File: src/rtl/alu_pkg.sv
`default_nettype none
// ============================================================================
// Module      : alu_pkg
// Description : Shared types for the ALU issue stage: MIPS funct codes,
//               I-type opcodes and the issue-entry record.
// Revision    : 1.0 - initial release
// ============================================================================
package alu_pkg;

    localparam int ALU_DATA_W = 32;
    localparam int ALU_FUNC_W = 6;

    // ALU function codes, numerically equal to the MIPS R-type funct field
    typedef enum logic [5:0] {
        F_SLL  = 6'h00,
        F_SRL  = 6'h02,
        F_SRA  = 6'h03,
        F_ADD  = 6'h20,
        F_ADDU = 6'h21,
        F_SUB  = 6'h22,
        F_SUBU = 6'h23,
        F_AND  = 6'h24,
        F_OR   = 6'h25,
        F_XOR  = 6'h26,
        F_NOR  = 6'h27,
        F_SLT  = 6'h2A,
        F_SLTU = 6'h2B
    } alu_func_e;

    // Primary opcodes handled by the issue stage
    localparam logic [5:0] OP_RTYPE = 6'h00;
    localparam logic [5:0] OP_ADDI  = 6'h08;
    localparam logic [5:0] OP_ADDIU = 6'h09;
    localparam logic [5:0] OP_SLTI  = 6'h0A;
    localparam logic [5:0] OP_SLTIU = 6'h0B;
    localparam logic [5:0] OP_ANDI  = 6'h0C;
    localparam logic [5:0] OP_ORI   = 6'h0D;
    localparam logic [5:0] OP_XORI  = 6'h0E;
    localparam logic [5:0] OP_LUI   = 6'h0F;

    // One decoded operation waiting to be issued (default widths)
    typedef struct packed {
        logic [ALU_DATA_W-1:0] op_A;
        logic [ALU_DATA_W-1:0] op_B;
        logic [ALU_FUNC_W-1:0] func;
        logic [4:0]            dest;
        logic                  illegal;
    } issue_entry_t;

endpackage
`default_nettype wire

File: src/rtl/alu_issue_fifo.sv
`default_nettype none
// ============================================================================
// Module      : alu_issue_fifo
// Description : Two-entry in-order buffer with valid/ready on both sides.
//               in_ready depends only on the stored count, so there is no
//               combinational path from out_ready to in_ready.
// Revision    : 1.0 - initial release
// ============================================================================
module alu_issue_fifo
    import alu_pkg::*;
#(
    parameter type T = issue_entry_t
) (
    input  logic clk,
    input  logic rst_n,
    input  logic in_valid,
    output logic in_ready,
    input  T     in_data,
    output logic out_valid,
    input  logic out_ready,
    output T     out_data
);

    logic [1:0] count_q;
    logic       head_q;
    T           mem_q [2];

    logic push;
    logic pop;
    logic tail;

    assign in_ready  = (count_q != 2'd2);
    assign out_valid = (count_q != 2'd0);
    assign push      = in_valid && in_ready;
    assign pop       = out_valid && out_ready;
    // Slot behind the head; with one entry stored it is the other slot
    assign tail      = head_q ^ count_q[0];
    assign out_data  = mem_q[head_q];

    // Storage, head pointer and occupancy; reset flushes everything at once
    always_ff @(posedge clk or negedge rst_n) begin
        if (!rst_n) begin
            count_q <= 2'd0;
            head_q  <= 1'b0;
            for (int i = 0; i < 2; i++) begin
                mem_q[i] <= '0;
            end
        end else begin
            if (push) begin
                mem_q[tail] <= in_data;
            end
            if (pop) begin
                head_q <= ~head_q;
            end
            case ({push, pop})
                2'b10:   count_q <= count_q + 2'd1;
                2'b01:   count_q <= count_q - 2'd1;
                default: count_q <= count_q;
            endcase
        end
    end

endmodule
`default_nettype wire

File: src/rtl/alu_issue.sv
`default_nettype none
// ============================================================================
// Module      : alu_issue
// Description : Decodes MIPS ALU instructions into operand/function records
//               and issues them through a two-entry in-order buffer.
// Revision    : 1.0 - initial release
// ============================================================================
module alu_issue
    import alu_pkg::*;
#(
    parameter int DATA_WIDTH = 32,
    parameter int FUNC_WIDTH = 6
) (
    input  logic                  clk,
    input  logic                  rst_n,
    input  logic                  in_valid,
    output logic                  in_ready,
    input  logic [31:0]           instr,
    input  logic [DATA_WIDTH-1:0] rs_data,
    input  logic [DATA_WIDTH-1:0] rt_data,
    output logic                  out_valid,
    input  logic                  out_ready,
    output logic [DATA_WIDTH-1:0] op_A,
    output logic [DATA_WIDTH-1:0] op_B,
    output logic [FUNC_WIDTH-1:0] func,
    output logic [4:0]            dest,
    output logic                  illegal
);

    // Same layout as alu_pkg::issue_entry_t, sized by this instance
    typedef struct packed {
        logic [DATA_WIDTH-1:0] op_A;
        logic [DATA_WIDTH-1:0] op_B;
        logic [FUNC_WIDTH-1:0] func;
        logic [4:0]            dest;
        logic                  illegal;
    } entry_t;

    logic [5:0]  opcode;
    logic [4:0]  rt_idx;
    logic [4:0]  rd_idx;
    logic [4:0]  shamt;
    logic [5:0]  funct;
    logic [15:0] imm;
    logic        unused_rs_idx;
    entry_t      dec;
    entry_t      head;

    assign opcode        = instr[31:26];
    assign rt_idx        = instr[20:16];
    assign rd_idx        = instr[15:11];
    assign shamt         = instr[10:6];
    assign funct         = instr[5:0];
    assign imm           = instr[15:0];
    // Register values arrive pre-read, so the rs index itself is not needed
    assign unused_rs_idx = ^instr[25:21];

    // Combinational decode; anything unrecognised becomes an illegal ADDU of zeros
    always_comb begin
        dec         = '0;
        dec.func    = FUNC_WIDTH'(F_ADDU);
        dec.illegal = 1'b1;
        case (opcode)
            OP_RTYPE: begin
                case (funct)
                    F_ADD, F_ADDU, F_SUB, F_SUBU, F_AND, F_OR, F_XOR, F_NOR,
                    F_SLT, F_SLTU: begin
                        dec.op_A    = rs_data;
                        dec.op_B    = rt_data;
                        dec.func    = FUNC_WIDTH'(funct);
                        dec.dest    = rd_idx;
                        dec.illegal = 1'b0;
                    end
                    F_SLL, F_SRL, F_SRA: begin
                        dec.op_A    = rt_data;
                        dec.op_B    = DATA_WIDTH'(shamt);
                        dec.func    = FUNC_WIDTH'(funct);
                        dec.dest    = rd_idx;
                        dec.illegal = 1'b0;
                    end
                    default: ;
                endcase
            end
            OP_ADDI, OP_ADDIU, OP_SLTI, OP_SLTIU: begin
                dec.op_A    = rs_data;
                dec.op_B    = DATA_WIDTH'($signed(imm));
                dec.dest    = rt_idx;
                dec.illegal = 1'b0;
                case (opcode)
                    OP_ADDI:  dec.func = FUNC_WIDTH'(F_ADD);
                    OP_ADDIU: dec.func = FUNC_WIDTH'(F_ADDU);
                    OP_SLTI:  dec.func = FUNC_WIDTH'(F_SLT);
                    default:  dec.func = FUNC_WIDTH'(F_SLTU);
                endcase
            end
            OP_ANDI, OP_ORI, OP_XORI: begin
                dec.op_A    = rs_data;
                dec.op_B    = DATA_WIDTH'(imm);
                dec.dest    = rt_idx;
                dec.illegal = 1'b0;
                case (opcode)
                    OP_ANDI: dec.func = FUNC_WIDTH'(F_AND);
                    OP_ORI:  dec.func = FUNC_WIDTH'(F_OR);
                    default: dec.func = FUNC_WIDTH'(F_XOR);
                endcase
            end
            OP_LUI: begin
                dec.op_B    = DATA_WIDTH'({imm, 16'h0000});
                dec.func    = FUNC_WIDTH'(F_OR);
                dec.dest    = rt_idx;
                dec.illegal = 1'b0;
            end
            default: ;
        endcase
    end

    alu_issue_fifo #(
        .T (entry_t)
    ) u_fifo (
        .clk       (clk),
        .rst_n     (rst_n),
        .in_valid  (in_valid),
        .in_ready  (in_ready),
        .in_data   (dec),
        .out_valid (out_valid),
        .out_ready (out_ready),
        .out_data  (head)
    );

    assign op_A    = head.op_A;
    assign op_B    = head.op_B;
    assign func    = head.func;
    assign dest    = head.dest;
    assign illegal = head.illegal;

endmodule
`default_nettype wire

File: config.mk
export PLATFORM = sky130hd
export DESIGN_NAME = alu_issue
export DESIGN_NICKNAME = d
export VERILOG_FILES = /design/src/rtl/alu_pkg.sv /design/src/rtl/alu_issue_fifo.sv /design/src/rtl/alu_issue.sv
export SDC_FILE = /design/constraint.sdc
export NUM_CORES = 1
export LEC_CHECK = 0
export ABC_AREA = 1
export BUFFER_PORTS_ARGS = -buffer_cell sky130_fd_sc_hd__buf_2
export CAP_MARGIN = 5
export CORE_MARGIN = 2
export CORE_UTILIZATION = 50
export DETAILED_ROUTE_END_ITERATION = 6
export GPL_TIMING_DRIVEN = 1
export PLACE_DENSITY = 0.81
export SLEW_MARGIN = 20
export SYNTH_ARGS = -nofsm -noshare
export SYNTH_HDL_FRONTEND = slang
export SYNTH_SLANG_ARGS = --single-unit
File: constraint.sdc
create_clock -name clk -period 1.9 [get_ports clk]
set_input_delay 0.285 -clock clk [delete_from_list [all_inputs] [get_ports clk]]
set_output_delay 0.285 -clock clk [all_outputs]
set_load 0.1 [all_outputs]
==> results_dict.tcl <==
set metrics [dict create \
    synthCells 1306 \
    dr.pass1.iters 6 \
    wl_per_cell_um 17.36 \
    powerDensity_mw_per_mm2 1725 \
    violations "negative setup slack" \
    slew_viol_final 0 \
    min_period_ps 1920 \
    critical_path.max_fanout 42 \
    crit_arrival_ps 1640 \
    final_area_mm2 0.01170 \
    final_cell_mix "nand2_1 (807), dfrtp_1 (154), buf_2 (96)" \
    worst_pin_slew_ps 531.5 \
    pwr-share-clk_pct 17.1 \
    clock.fmax_mhz 520.8 \
    p_seq_share_pct 24.2 \
    overflow 0 \
    grt_max_degree 80 \
    viasPerCell 5.655 \
    synth.distinct_cells 21 \
    netlist_top_cells_area "dfrtp_1 (45%), nand2_1 (38%), nand3_1 (5.6%), nand4_1 (2.8%), buf_2 (1.8%)" \
    portBuffers 172 \
    grt_pass1_vias 9129 \
    cts_tree "done" \
    peakVddDrop_v 0.001559 \
    grt_pass1_wl_um 46730 \
    die_h_um 135.0 \
    rows 47 \
    p_switching_w 0.01016 \
    post_dp_cell_area_mm2 0.01105 \
    avgSynthCellArea_um2 6.567 \
    clk_pin_slew_ps 60 \
    ys_ff_latch 155 \
    rsz0062_at_grt "true" \
    p_sw_share_pct 50.35 \
    hpwl_um 19210 \
    outcome "finished with violations" \
    drt-total-wl_um 29250 \
    clkLatencyLatePin_ps 430 \
    required_ps 1620 \
    min_period_over_period_pct 101.1 \
    finalSetupTns_ps -302.7 \
    syn_to_final_growth_pct 36.43 \
    drive_gt1_share_pct 22.19 \
    yosysSeqAreaShare_pct 45.22 \
    finalSetupViolations 34 \
    clockBufferDepth 2 \
    syn_nets 1407 \
    relSlewSlack_pct 64.57 \
    p_comb_share_pct 58.7 \
    ios 178 \
    fin_skew_ps 6.618 \
    intPower_w 0.01002 \
    core_area_mm2 0.01670 \
    fp.dieW_um 135.0 \
    layout.nets 1548 \
    maxCapViolCount 0 \
    numCtsBuffers 17 \
    initial_core_util_pct 51.36 \
    hold_class "in2reg" \
    vias 9529 \
    setup.worst_path.end_class "output port" \
    setup_ws_ps -20.26 \
    grt_usage_pct 32.96 \
    synth_top_area_cell "dfrtp_1" \
    drtIter0Drc 1220 \
    grt_antenna_before_repair 8 \
    clkSinkCount 155 \
    synth_top_area_share_pct 45.22 \
    criticalPathCategory "reg2out" \
    dp_slack_ps 219.2 \
    syn_area_mm2 0.008577 \
    drtAntennaViolNets 0 \
    p_leak_nw 6.513 \
    final_common_cell "nand2_1" \
    globalplace.congestion 0.9620 \
    root_buffer "clkbuf_16" \
    utilization_pct 70.06 \
    die_area_mm2 0.01822 \
    ys_warn_count 0 \
    cp-start-kind "register" \
    h-tree-depth 4 \
    route.detailed.drc 0 \
    finalPower_w 0.02018 \
    hold_violations 0 \
]
## logic make-up (layout without fill, tap and decap cells)
kind of cell	after synthesis	in the layout	share of synthesized area [%]
DFF	155	155	45.22
and+or+nand+nor	1030	1030	47.76
buffers and inverters	105	259	5.733
xor gates and xnor gates	4	4	0.4961
other	0	5	0
AOI/OAI and AO/OA	11	11	0.6418
adders and majority gates	1	1	0.1459
## stage by stage
step           instances  hold slack (ps)
2_1_floorplan       1306           -10.59
3_3_place_gp        1644            281.1
3_5_place_dp        1644            282.8
4_1_cts             1680            146.3
5_1_grt             1685            169.7
6_report            1685            149.3
## synth_stat cells, drive strengths merged
library cell,instances
clkbuf,30
dfrtp,155
buf,54
xnor2,1
a21oi,2
o21ai,9
nand4,38
or2,1
inv,21
nand3,96
ha,1
nand2,879
xor2,3
nor2,16
## layer usage
| metal | GRT usage, % | share of wire [%] | vias to the layer above |
|---|---|---|---|
| met5 | 0 | 0.14 | - |
| met4 | 18.11 | 5.5 | 6 |
| met3 | 7.357 | 11 | 141 |
| met2 | 51.38 | 47 | 703 |
| met1 | 42.87 | 37 | 4360 |
| li1 | - | - | 4319 |
## sequential cells by signal, summed over array words and instances, names as in the netlist
name	count
u_fifo.count_q	2
u_fifo.head_q	1
u_fifo.mem_q	152
## worst max-delay path: stages, from the launching register on
cell and delay [ps]:
dfrtp_2 500, buf_12 260, nand2_1 120, nand2_2 120
buf_12 180
## worst paths after layout
path | start | to | slack, ps | cells past startpoint
worst max-delay path | u_fifo.head_q | op_B[18] | -20 | 4
worst min-delay path | out_ready | u_fifo.head_q | 150 | 3
worst max register to register | u_fifo.head_q | u_fifo.mem_q[131] | 150 | 7
worst min register to register | u_fifo.mem_q[81] | u_fifo.mem_q[81] | 480 | 2
max in group asynchronous | rst_n | u_fifo.mem_q[74] | 850 | 3
min in group asynchronous | rst_n | u_fifo.count_q[1] | 380 | 2
## final cells by class
type,instances,area (um^2)
diodes,5,12.51
clock inverters,12,145.1
clock buffers,20,446.7
well taps,220,275.3
multi-input cells,1046,4428
flip-flops and latches,155,3880
inverters,21,83.83
repair buffers,206,2430
fillers,1275,5000
## what timing repair did
| item | 4_1_cts | 5_1_grt |
|---|---|---|
| gates resized for setup | 4 | 1 |
| setup buffers | 3 | 0 |
| hold endpoints to repair | 49 | 0 |
| pin swaps | 1 | 0 |
| hold buffers | 1 | 0 |
| setup endpoints to repair | 69 | 75 |
## power by group through the flow
| stage | Combinational, W | Clock [W] | Sequential (W) |
|---|---|---|---|
| after floorplan | 0.00754 | 0 | 0.00472 |
| after global placement | 0.0115 | 0 | 0.00483 |
| after detailed placement | 0.0117 | 0 | 0.00488 |
| after CTS | 0.0118 | 0.00347 | 0.00485 |
| after global routing | 0.0123 | 0.00361 | 0.00497 |
| final | 0.0118 | 0.00346 | 0.00488 |
No activity file was read; power rests on OpenSTA's default activity.
